===== src/rtl/network_vc_link_arbiter_if.sv =====
// rtl/network_vc_link_arbiter_if.sv - VC-side and link-side signal bundle for the VC link arbiter
interface network_vc_link_arbiter_if #(
    parameter int NetworkFlitWidth               = 64,
    parameter int NetworkFlitTypeWidth           = 2,
    parameter int NetworkBroadcastWidth          = 1,
    parameter int NetworkNumberOfVirtualChannels = 4,
    parameter int NetworkVirtualChannelIdWidth   = 2
);
    localparam int SliceWidth       = NetworkFlitWidth + NetworkFlitTypeWidth + NetworkBroadcastWidth;
    localparam int NetworkDataWidth = SliceWidth + NetworkVirtualChannelIdWidth;

    logic [NetworkNumberOfVirtualChannels-1:0]            vc_valid_i;
    logic [NetworkNumberOfVirtualChannels*SliceWidth-1:0] vc_data_i;
    logic [NetworkNumberOfVirtualChannels-1:0]            vc_ready_o;
    logic [NetworkNumberOfVirtualChannels-1:0]            network_go_i;
    logic                                                 network_valid_o;
    logic [NetworkDataWidth-1:0]                          network_data_o;
    logic                                                 protocol_error_o;
    logic [NetworkVirtualChannelIdWidth-1:0]              error_vc_o;
    logic [31:0]                                          flit_count_o;

    modport master (
        output vc_valid_i, vc_data_i, network_go_i,
        input  vc_ready_o, network_valid_o, network_data_o,
        input  protocol_error_o, error_vc_o, flit_count_o
    );

    modport slave (
        input  vc_valid_i, vc_data_i, network_go_i,
        output vc_ready_o, network_valid_o, network_data_o,
        output protocol_error_o, error_vc_o, flit_count_o
    );
endinterface


===== src/rtl/network_vc_link_arbiter.sv =====
// rtl/network_vc_link_arbiter.sv - round-robin VC scheduler onto one registered inter-tile link
// Optional wormhole packet lock: NETWORK_VC_LINK_ARBITER_PKTLOCK_EN
module network_vc_link_arbiter #(
    parameter int NetworkFlitWidth               = 64,
    parameter int NetworkFlitTypeWidth           = 2,
    parameter int NetworkBroadcastWidth          = 1,
    parameter int NetworkNumberOfVirtualChannels = 4,
    parameter int NetworkVirtualChannelIdWidth   = 2
) (
    input  logic                      clk_network_i,
    input  logic                      rst_network_i,
    network_vc_link_arbiter_if.slave  bus
);
    localparam int FW    = NetworkFlitWidth;
    localparam int TW    = NetworkFlitTypeWidth;
    localparam int NVC   = NetworkNumberOfVirtualChannels;
    localparam int VCIDW = NetworkVirtualChannelIdWidth;
    localparam int SW    = NetworkFlitWidth + NetworkFlitTypeWidth + NetworkBroadcastWidth;
    localparam int DW    = SW + VCIDW;

    localparam logic [TW-1:0] FT_HEADER = TW'(0);
    localparam logic [TW-1:0] FT_BODY   = TW'(1);
    localparam logic [TW-1:0] FT_TAIL   = TW'(2);

    logic [VCIDW-1:0] ptr_q, ptr_d;
    logic [NVC-1:0]   open_q, open_d;
    logic             out_valid_q, out_valid_d;
    logic [DW-1:0]    out_data_q, out_data_d;
    logic             perr_q, perr_d;
    logic [VCIDW-1:0] err_vc_q, err_vc_d;
    logic [31:0]      cnt_q, cnt_d;

    logic [NVC-1:0]   elig;
    logic [NVC-1:0]   grant;
    logic             gnt_any;
    logic [VCIDW-1:0] gnt_id;
    logic [VCIDW-1:0] idx;
    logic [SW-1:0]    gnt_slice;
    logic [TW-1:0]    gnt_type;
    logic             viol;

`ifdef NETWORK_VC_LINK_ARBITER_PKTLOCK_EN
    logic             lock_active_q, lock_active_d;
    logic [VCIDW-1:0] lock_vc_q, lock_vc_d;
`endif

    always_comb begin
        elig = bus.vc_valid_i & bus.network_go_i;
`ifdef NETWORK_VC_LINK_ARBITER_PKTLOCK_EN
        // A locked link only serves the VC that owns the open packet.
        if (lock_active_q) begin
            elig = elig & ({{(NVC-1){1'b0}}, 1'b1} << lock_vc_q);
        end
`endif
    end

    // Search ascends from the pointer and wraps; first eligible VC wins.
    always_comb begin
        grant   = '0;
        gnt_any = 1'b0;
        gnt_id  = '0;
        idx     = '0;
        for (int i = 0; i < NVC; i++) begin
            idx = VCIDW'((int'(ptr_q) + i) % NVC);
            if (!gnt_any && elig[idx]) begin
                gnt_any = 1'b1;
                gnt_id  = idx;
            end
        end
        if (rst_network_i) begin
            gnt_any = 1'b0;
        end
        if (gnt_any) begin
            grant[gnt_id] = 1'b1;
        end
    end

    always_comb begin
        ptr_d       = ptr_q;
        open_d      = open_q;
        out_valid_d = 1'b0;
        out_data_d  = out_data_q;
        perr_d      = perr_q;
        err_vc_d    = err_vc_q;
        cnt_d       = cnt_q;
        viol        = 1'b0;
        gnt_slice   = bus.vc_data_i[int'(gnt_id)*SW +: SW];
        gnt_type    = gnt_slice[FW +: TW];
`ifdef NETWORK_VC_LINK_ARBITER_PKTLOCK_EN
        lock_active_d = lock_active_q;
        lock_vc_d     = lock_vc_q;
`endif
        if (gnt_any) begin
            out_valid_d = 1'b1;
            out_data_d  = {gnt_id, gnt_slice};
            cnt_d       = cnt_q + 32'd1;
            ptr_d       = (int'(gnt_id) == NVC - 1) ? '0 : gnt_id + VCIDW'(1);
            // Violating flits are still forwarded; only the flag records them.
            case (gnt_type)
                FT_HEADER: begin
                    viol           = open_q[gnt_id];
                    open_d[gnt_id] = 1'b1;
                end
                FT_BODY: begin
                    viol = !open_q[gnt_id];
                end
                FT_TAIL: begin
                    viol           = !open_q[gnt_id];
                    open_d[gnt_id] = 1'b0;
                end
                default: begin
                    viol = open_q[gnt_id];
                end
            endcase
            if (viol && !perr_q) begin
                perr_d   = 1'b1;
                err_vc_d = gnt_id;
            end
`ifdef NETWORK_VC_LINK_ARBITER_PKTLOCK_EN
            if (gnt_type == FT_HEADER) begin
                lock_active_d = 1'b1;
                lock_vc_d     = gnt_id;
            end else if (gnt_type == FT_TAIL && lock_active_q && gnt_id == lock_vc_q) begin
                lock_active_d = 1'b0;
            end
`endif
        end
    end

    always_ff @(posedge clk_network_i) begin
        if (rst_network_i) begin
            ptr_q       <= '0;
            open_q      <= '0;
            out_valid_q <= 1'b0;
            out_data_q  <= '0;
            perr_q      <= 1'b0;
            err_vc_q    <= '0;
            cnt_q       <= '0;
        end else begin
            ptr_q       <= ptr_d;
            open_q      <= open_d;
            out_valid_q <= out_valid_d;
            out_data_q  <= out_data_d;
            perr_q      <= perr_d;
            err_vc_q    <= err_vc_d;
            cnt_q       <= cnt_d;
        end
    end

`ifdef NETWORK_VC_LINK_ARBITER_PKTLOCK_EN
    always_ff @(posedge clk_network_i) begin
        if (rst_network_i) begin
            lock_active_q <= 1'b0;
            lock_vc_q     <= '0;
        end else begin
            lock_active_q <= lock_active_d;
            lock_vc_q     <= lock_vc_d;
        end
    end
`endif

    assign bus.vc_ready_o       = grant;
    assign bus.network_valid_o  = out_valid_q;
    assign bus.network_data_o   = out_data_q;
    assign bus.protocol_error_o = perr_q;
    assign bus.error_vc_o       = err_vc_q;
    assign bus.flit_count_o     = cnt_q;
endmodule

===== src/flat_wrapper.sv =====
// flat-port wrapper written by rule: the top's interface ports become plain ports
module network_vc_link_arbiter_flat 
#(
    parameter int NetworkFlitWidth               = 64,
    parameter int NetworkFlitTypeWidth           = 2,
    parameter int NetworkBroadcastWidth          = 1,
    parameter int NetworkNumberOfVirtualChannels = 4,
    parameter int NetworkVirtualChannelIdWidth   = 2
)
  (clk_network_i, rst_network_i, bus_vc_valid_i, bus_vc_data_i, bus_network_go_i, bus_vc_ready_o, bus_network_valid_o, bus_network_data_o, bus_protocol_error_o, bus_error_vc_o, bus_flit_count_o);
  network_vc_link_arbiter_if #(.NetworkFlitWidth(NetworkFlitWidth), .NetworkFlitTypeWidth(NetworkFlitTypeWidth), .NetworkBroadcastWidth(NetworkBroadcastWidth), .NetworkNumberOfVirtualChannels(NetworkNumberOfVirtualChannels), .NetworkVirtualChannelIdWidth(NetworkVirtualChannelIdWidth)) bus_i ();
  input  logic clk_network_i;
  input  logic rst_network_i;
  input wire logic [$bits(bus_i.vc_valid_i)-1:0] bus_vc_valid_i;
  input wire logic [$bits(bus_i.vc_data_i)-1:0] bus_vc_data_i;
  input wire logic [$bits(bus_i.network_go_i)-1:0] bus_network_go_i;
  output wire logic [$bits(bus_i.vc_ready_o)-1:0] bus_vc_ready_o;
  output wire logic [$bits(bus_i.network_valid_o)-1:0] bus_network_valid_o;
  output wire logic [$bits(bus_i.network_data_o)-1:0] bus_network_data_o;
  output wire logic [$bits(bus_i.protocol_error_o)-1:0] bus_protocol_error_o;
  output wire logic [$bits(bus_i.error_vc_o)-1:0] bus_error_vc_o;
  output wire logic [$bits(bus_i.flit_count_o)-1:0] bus_flit_count_o;
  assign bus_i.vc_valid_i = bus_vc_valid_i;
  assign bus_i.vc_data_i = bus_vc_data_i;
  assign bus_i.network_go_i = bus_network_go_i;
  assign bus_vc_ready_o = bus_i.vc_ready_o;
  assign bus_network_valid_o = bus_i.network_valid_o;
  assign bus_network_data_o = bus_i.network_data_o;
  assign bus_protocol_error_o = bus_i.protocol_error_o;
  assign bus_error_vc_o = bus_i.error_vc_o;
  assign bus_flit_count_o = bus_i.flit_count_o;
  network_vc_link_arbiter #(.NetworkFlitWidth(NetworkFlitWidth), .NetworkFlitTypeWidth(NetworkFlitTypeWidth), .NetworkBroadcastWidth(NetworkBroadcastWidth), .NetworkNumberOfVirtualChannels(NetworkNumberOfVirtualChannels), .NetworkVirtualChannelIdWidth(NetworkVirtualChannelIdWidth)) u_core (.clk_network_i(clk_network_i), .rst_network_i(rst_network_i), .bus(bus_i));
endmodule

===== config.mk =====
export PLATFORM = sky130hd
export DESIGN_NAME = network_vc_link_arbiter_flat
export DESIGN_NICKNAME = d
export VERILOG_FILES = /design/src/rtl/network_vc_link_arbiter_if.sv /design/src/rtl/network_vc_link_arbiter.sv /design/src/flat_wrapper.sv
export SDC_FILE = /design/constraint.sdc
export NUM_CORES = 1
export LEC_CHECK = 0
export CAP_MARGIN = 30
export CELL_PAD_IN_SITES_DETAIL_PLACEMENT = 0
export CELL_PAD_IN_SITES_GLOBAL_PLACEMENT = 1
export CORE_UTILIZATION = 28
export DETAILED_ROUTE_END_ITERATION = 12
export PLACE_DENSITY_LB_ADDON = 0.1
export SLEW_MARGIN = 20
export SYNTH_ARGS = -nofsm -noshare
export SYNTH_HDL_FRONTEND = slang
export SYNTH_SLANG_ARGS = --single-unit

===== constraint.sdc =====
create_clock -name clk_network_i -period 4.02 [get_ports clk_network_i]
set_input_delay 0.804 -clock clk_network_i [delete_from_list [all_inputs] [get_ports clk_network_i]]
set_output_delay 0.804 -clock clk_network_i [all_outputs]
set_load 0.02 [all_outputs]

======== Word-level counts from Yosys, hierarchy flattened ========
Index checks and enable logic that the tools add are counted.
word-level totals
  register bits ........................... 111
  input port bits ......................... 278
  output and inout bits ................... 109
cells by class
  add/sub/neg operators ................... 5
  multipliers ............................. 1
  order comparisons ....................... 6
  equality and inequality tests ........... 3
  shifts and indexed selects .............. 1
  multiplexer cells ....................... 27
  bitwise operators ....................... 4
  reduce and logical (&&, ||, !) cells .... 15
operators by type and width
  kind                   count
  $shiftx 268x32->67     1
  $add 32x1->32 const B  1
  $lt 2x3->1 const B     5
  $mux 1                 14
  $bmux 1 s2             5
  $mux 2                 5
  $mul 2x7->9 const B    1
  $and 4x4->4            2
  $pmux 4 s2             1
  $logic_and 1x1->1      5
  $logic_not 1->1        5
  $add 2x1->2 const B    2
  $add 2x2->2 const B    2
  $eq 2x1->1 const B     2
  $mux 4                 1
  $not 4->4              1
  $or 4x4->4             1
  $reduce_and 2->1       2
  $demux 1 s2            1
  $eq 2x2->1 const B     1
  $ge 2x1->1 const B     1
  $logic_not 2->1        1
  $reduce_bool 2->1      1
  $reduce_or 2->1        1

======== Logic depth before layout (Yosys ltp) ========
  depth after elaboration ................. 21
  gate-level depth with buffers ........... 11
  mapped depth without buffers ............ 11

======== Worst setup path before layout ========
No wires, ideal clock.
  path type ............................... input-to-output
  from .................................... input port bus_vc_valid_i[1]
  to ...................................... output port bus_vc_ready_o[2]
  arrival ................................. 2,326 ps
  required time ........................... 3,216 ps
  slack ................................... 890 ps
  stages on the path ...................... 8
  cell sequence ........................... and2_1 > o2111a_1 > nor2_1 > buf_2 > buf_2 > buf_4 > ha_1 > and2_1
between the ends
  longest elaborated chain between the ends .. 18
  elaborated cells between the ends (all ways) .. 30
ends and longest elaborated chain
  item                                                            RTL line                       RTL
  start, declared                                                 flat_wrapper.sv:14             input wire logic [$bits(bus_i.vc_valid_i)-1:0] bus_vc_valid_i;
  $and 4x4->4 *                                                   network_vc_link_arbiter.sv:48  elig = bus.vc_valid_i & bus.network_go_i;
  $bmux 1 s2                                                      network_vc_link_arbiter.sv:65  if (!gnt_any && elig[idx]) begin
  $mux 1 (not written as such)                                    network_vc_link_arbiter.sv:65
  $mux 1                                                          network_vc_link_arbiter.sv:65
  $logic_not 1->1                                                 network_vc_link_arbiter.sv:65
  $logic_and 1x1->1                                               network_vc_link_arbiter.sv:65
  $mux 1                                                          network_vc_link_arbiter.sv:65
  $logic_not 1->1                                                 network_vc_link_arbiter.sv:65
  [2 not listed]                                                  n/a
  $logic_not 1->1                                                 network_vc_link_arbiter.sv:65
  $logic_and 1x1->1                                               network_vc_link_arbiter.sv:65
  $mux 2                                                          network_vc_link_arbiter.sv:65
  $lt 2x3->1 (not written as such) or $ge 2x1->1 (tied branches)  network_vc_link_arbiter.sv:74  grant[gnt_id] = 1'b1;
  $logic_and 1x1->1 (not written as such)                         network_vc_link_arbiter.sv:74
  $mux 1 (not written as such)                                    network_vc_link_arbiter.sv:74
  $demux 1 s2                                                     n/a
  $mux 4 *                                                        network_vc_link_arbiter.sv:73  if (gnt_any) begin
  end, declared                                                   flat_wrapper.sv:17             output wire logic [$bits(bus_i.vc_ready_o)-1:0] bus_vc_ready_o;
Mark *: on every way between the ends. The rest lies on a longest branch, timed or not. The select of a mux whose other input is x is not followed.

======== Worst setup path in the final report ========
  from .................................... input port bus_vc_valid_i[1]
  to ...................................... output port bus_vc_ready_o[1]
between the ends
  longest elaborated chain between the ends .. 18
  elaborated cells between the ends (all ways) .. 30
ends and longest elaborated chain
  item                                                            RTL line                       RTL
  $and 4x4->4 *                                                   network_vc_link_arbiter.sv:48
  $bmux 1 s2                                                      network_vc_link_arbiter.sv:65
  $mux 1 (not written as such)                                    network_vc_link_arbiter.sv:65
  $mux 1                                                          network_vc_link_arbiter.sv:65
  $logic_not 1->1                                                 network_vc_link_arbiter.sv:65
  $logic_and 1x1->1                                               network_vc_link_arbiter.sv:65
  $mux 1                                                          network_vc_link_arbiter.sv:65
  $logic_not 1->1                                                 network_vc_link_arbiter.sv:65
  [3 not listed]                                                  n/a
  $logic_and 1x1->1                                               network_vc_link_arbiter.sv:65
  $mux 2 *                                                        network_vc_link_arbiter.sv:65
  named net u_core.gnt_id[0]                                      network_vc_link_arbiter.sv:36  logic [VCIDW-1:0] gnt_id;
  $lt 2x3->1 (not written as such) or $ge 2x1->1 (tied branches)  network_vc_link_arbiter.sv:74
  $logic_and 1x1->1 (not written as such)                         network_vc_link_arbiter.sv:74
  $mux 1 (not written as such)                                    network_vc_link_arbiter.sv:74
  $demux 1 s2 *                                                   n/a
  $mux 4 *                                                        network_vc_link_arbiter.sv:73
The timed path passes the listed nets; every way through them passes the cells marked *. The select of a mux whose other input is x is not followed.

==> metrics.md <==
| Metric | Value |
|---|---|
| Status | `finished, final reports clean` |
| Initial drt markers | `179` |
| Share of layout cells above drive strength 1 | `between 4 and 5%` |
| First-pass DRT Iterations | `4` |
| Die W | `151 um` |
| CP cell instances | `clkdlybuf4s50_1 -> and2_1 -> o2111a_1 -> nor2_4 -> inv_1 -> ha_1 -> and2_1 -> clkdlybuf4s50_1` |
| RR Startpoint | `u_core.ptr_q[0]` |
| Core footprint | `21800 um2` |
| Hold_buf cts | `0` |
| Most frequent cells in the layout | `clkdlybuf4s50_1 (386), nand2_1 (155), mux2i_1 (136)` |
| CTS buffer count | `9` |
| Worst setup EP type | `output pin` |
| P&R area growth vs syn | `71.2%` |
| Unrepaired setup endpoints after global routing | `no` |
| Total number of vias | `roughly 6400` |
| R2R Setup Slk | `1.19 ns` |
| Count of non-filler cells in the finished layout | `1335` |
| PD cells | `345 nW/um2` |
| Buffers on Ports | `386` |
| Inst Count DP | `approximately 1300` |
| Number of core rows | `54` |
| Fin crit share | `94.4%` |
| Crit path launch | `bus_vc_valid_i[1]` |
| Congestion Overflow GR | `0` |
| Worst hold path startpoint | `u_core.bus.network_data_o[24]` |
| TritonCTS sink count | `about 110` |
| I/O pin count | `387` |
| Post-synthesis adder-cell area fraction | `1.21%` |
| Wire per inst | `17.9 um` |
| DRC errors left | `0` |
| RD Place Congestion | `0.805` |
| Startpoint types | `input port` |
| Post-Synthesis Cell Area | `~6200 um2` |
| Synth Area in Simple Gates | `17.6%` |
| Complex-gate fraction of the synthesized area | `14.3%` |
| Crit path time final | `3.80 ns` |
| Max FO, Critical Path | `6` |
| Die area | `22700 um2` |
| Syn_nets | `970` |
| Setup bufs post-CTS | `0` |
| Post-Syn Area per Cell | `around 9 um2` |
| CP required | `3.22 ns` |
| Number of library cell types mapped by synthesis | `48` |
| Final hold violation count | `0` |
| Fin worst setup slack | `0.224 ns` |
| HPWL after detailed placement | `18300 um` |
| Setup Skew | `0.0124 ns` |
| CTS root buffer | `clkbuf_16` |
| Crit path kind | `in -> out` |
| Worst VDD drop | `0.230 mV` |
| Post-Route Utilization | `48.8%` |
| Min-Delay Endpoint | `u_core.bus.network_data_o[24]` |
| Final slew viol count | `0` |
| CP max stage cell | `clkdlybuf4s50_1` |
| Worst Hold Path Cells | `1` |
| Total of warnings raised by yosys | `0` |
| Cells after Synth | `686` |
| PostCTS Resize Cnt | `0` |
| Vias/cell | `4.80` |
| Pwr Total | `3.65 mW` |
| R2R cell count | `10` |
| Pleak | `4.46 nW` |
| Clock Latency Late Sink | `0.36 ns` |
| Sequential area share after synthesis | `35.9%` |
| Largest family of logic cells by synthesized area | `multiplexers` |
| Antenna Nets Post-Route | `0` |
| Mux share of post-synthesis cell area | `a little under a quarter` |
| Slew headroom | `41.5%` |
| Crit path DAT | `between 2 and 3 ns` |
| Maximum clock rate | `263 MHz` |
| Clock buffer depth | `2` |
| Worst reg2reg path endpoint | `u_core.bus.error_vc_o[1]` |
| Worst-margin pin slew | `0.877 ns` |
| Setup violators final | `0` |
| Clock-pin slew on the worst setup and hold paths | `~0.08 ns` |
| DP Worst Slack | `0.140 ns` |
| Yosys reg bits | `around 110` |
| Vias in the first global route | `6246` |
| Overall routing resource usage | `20.3%` |
| Critical Path Max Stage Delay | `about 0.63 ns` |
| Max H-tree Level | `3` |
| First-pass GRT wire length | `35000 um` |
| Largest net degree at the start of global routing | `110` |
| Die H | `around 150 um` |
| Nets | `1330` |
| Wirelength, routed | `23900 um` |
| Setup TNS | `0 ns` |
| Starting Density | `between 20 and 30%` |
| CTS tree | `done` |
| Min-Delay Path Class | `reg -> reg` |
| Initial antenna violation count | `4` |
| Max Cap Viol | `0` |
| Xor-xnor portion of the synthesized cell area | `3.96%` |
| Commonest non-fill, non-tap cell in the layout | `clkdlybuf4s50_1` |
worst max-delay path by stage:
| stage | to | slack, ns | depth (start not counted) |
|---|---|---|---|
| after global routing | bus_vc_ready_o[1] | 0.1 | 8 |
| after global placement | u_core.bus.error_vc_o[1] | 0.15 | 11 |
| after floorplan | bus_vc_ready_o[2] | 0.89 | 8 |
| after CTS | bus_vc_ready_o[3] | 0.22 | 8 |
| after detailed placement | u_core.bus.error_vc_o[1] | 0.14 | 11 |
| final | bus_vc_ready_o[1] | 0.22 | 8 |
per-layer routing:
| layer | part of all wire [%] | global-route usage (%) | up-vias |
|---|---|---|---|
| met5 | 0 | 0 | - |
| met4 | 2.1 | 6.90 | 0 |
| li1 | - | - | 3199 |
| met1 | 39 | 23.2 | 2955 |
| met3 | 8.0 | 6.58 | 28 |
| met2 | 50 | 35.5 | 222 |
cell usage after synthesis (all sizes together):
cell / count / share of area (%)
dfxtp: 111 / 36
a21o: 1 / 0.12
clkinv: 1 / 0.061
and4: 3 / 0.48
clkbuf: 29 / 2.1
buf: 21 / 2.0
nand4: 6 / 0.85
and4bb: 2 / 0.40
xnor2: 16 / 2.3
inv: 4 / 0.24
ha: 6 / 1.2
a2bb2oi: 1 / 0.14
nor2: 34 / 2.1
nand2: 157 / 9.6
a21oi: 17 / 1.4
xor2: 12 / 1.7
a32o: 65 / 11
nand3: 12 / 1.1
a22oi: 1 / 0.12
o2111a: 2 / 0.36
mux4: 1 / 0.36
nor2b: 1 / 0.10
o21ai: 8 / 0.65
mux2: 2 / 0.36
and2: 9 / 0.97
and3: 3 / 0.32
nand3b: 2 / 0.24
nand2b: 2 / 0.20
nor3: 7 / 0.57
o311ai: 1 / 0.14
a311oi: 4 / 0.57
or3: 7 / 0.73
a22o: 2 / 0.28
mux2i: 136 / 22
cells by family (layout without fill, tap and decap cells):
kind of cell | Yosys count | count (layout)
mux | 139 | 139
compound gates | 102 | 102
flops | 111 | 111
simple gates | 245 | 245
buf+inv | 55 | 420
fa+ha+maj | 6 | 6
other cells | 0 | 4
xor+xnor | 28 | 28
report_power, final:
group	internal, mW	switching, mW
combinational	0.742	0.658
clock	0.501	0.474
sequential	1.21	0.0653
critical path, delay by kind of cell:
kind,cells,cell delay (ns)
compound gates,1,0.25
fa+ha+maj,1,0.18
simple gates,3,0.42
buf+inv,3,1.35
state kept, by name (all words and copies together), names as in the netlist, named ones only:
| name | cells |
|---|---|
| u_core.bus.protocol_error_o | 1 |
| u_core.bus.network_valid_o | 1 |
| u_core.ptr_q | 2 |
| u_core.bus.flit_count_o | 32 |
| u_core.bus.network_data_o | 69 |
| u_core.bus.error_vc_o | 2 |
area by class of cell:
class                           instances  area, um2
Clock inverter                          7       88.8
Multi-Input combinational cell        520       3720
Inverter                                5       18.8
Fill cell                            2154      11100
Clock buffer                            9        225
Tap cell                              280        350
Timing Repair Buffer                  399       3970
Antenna cell                            4       10.0
Sequential cell                       111       2220
per-stage QoR:
step	cell area, um2	hold WS (ns)
final	10600	0.466
after global routing	10600	0.484
after CTS	10600	0.471
after detailed placement	10300	0.452
after global placement	10300	0.447
after floorplan	6190	0.466
Note: power is estimated with default switching activity, not from simulation.
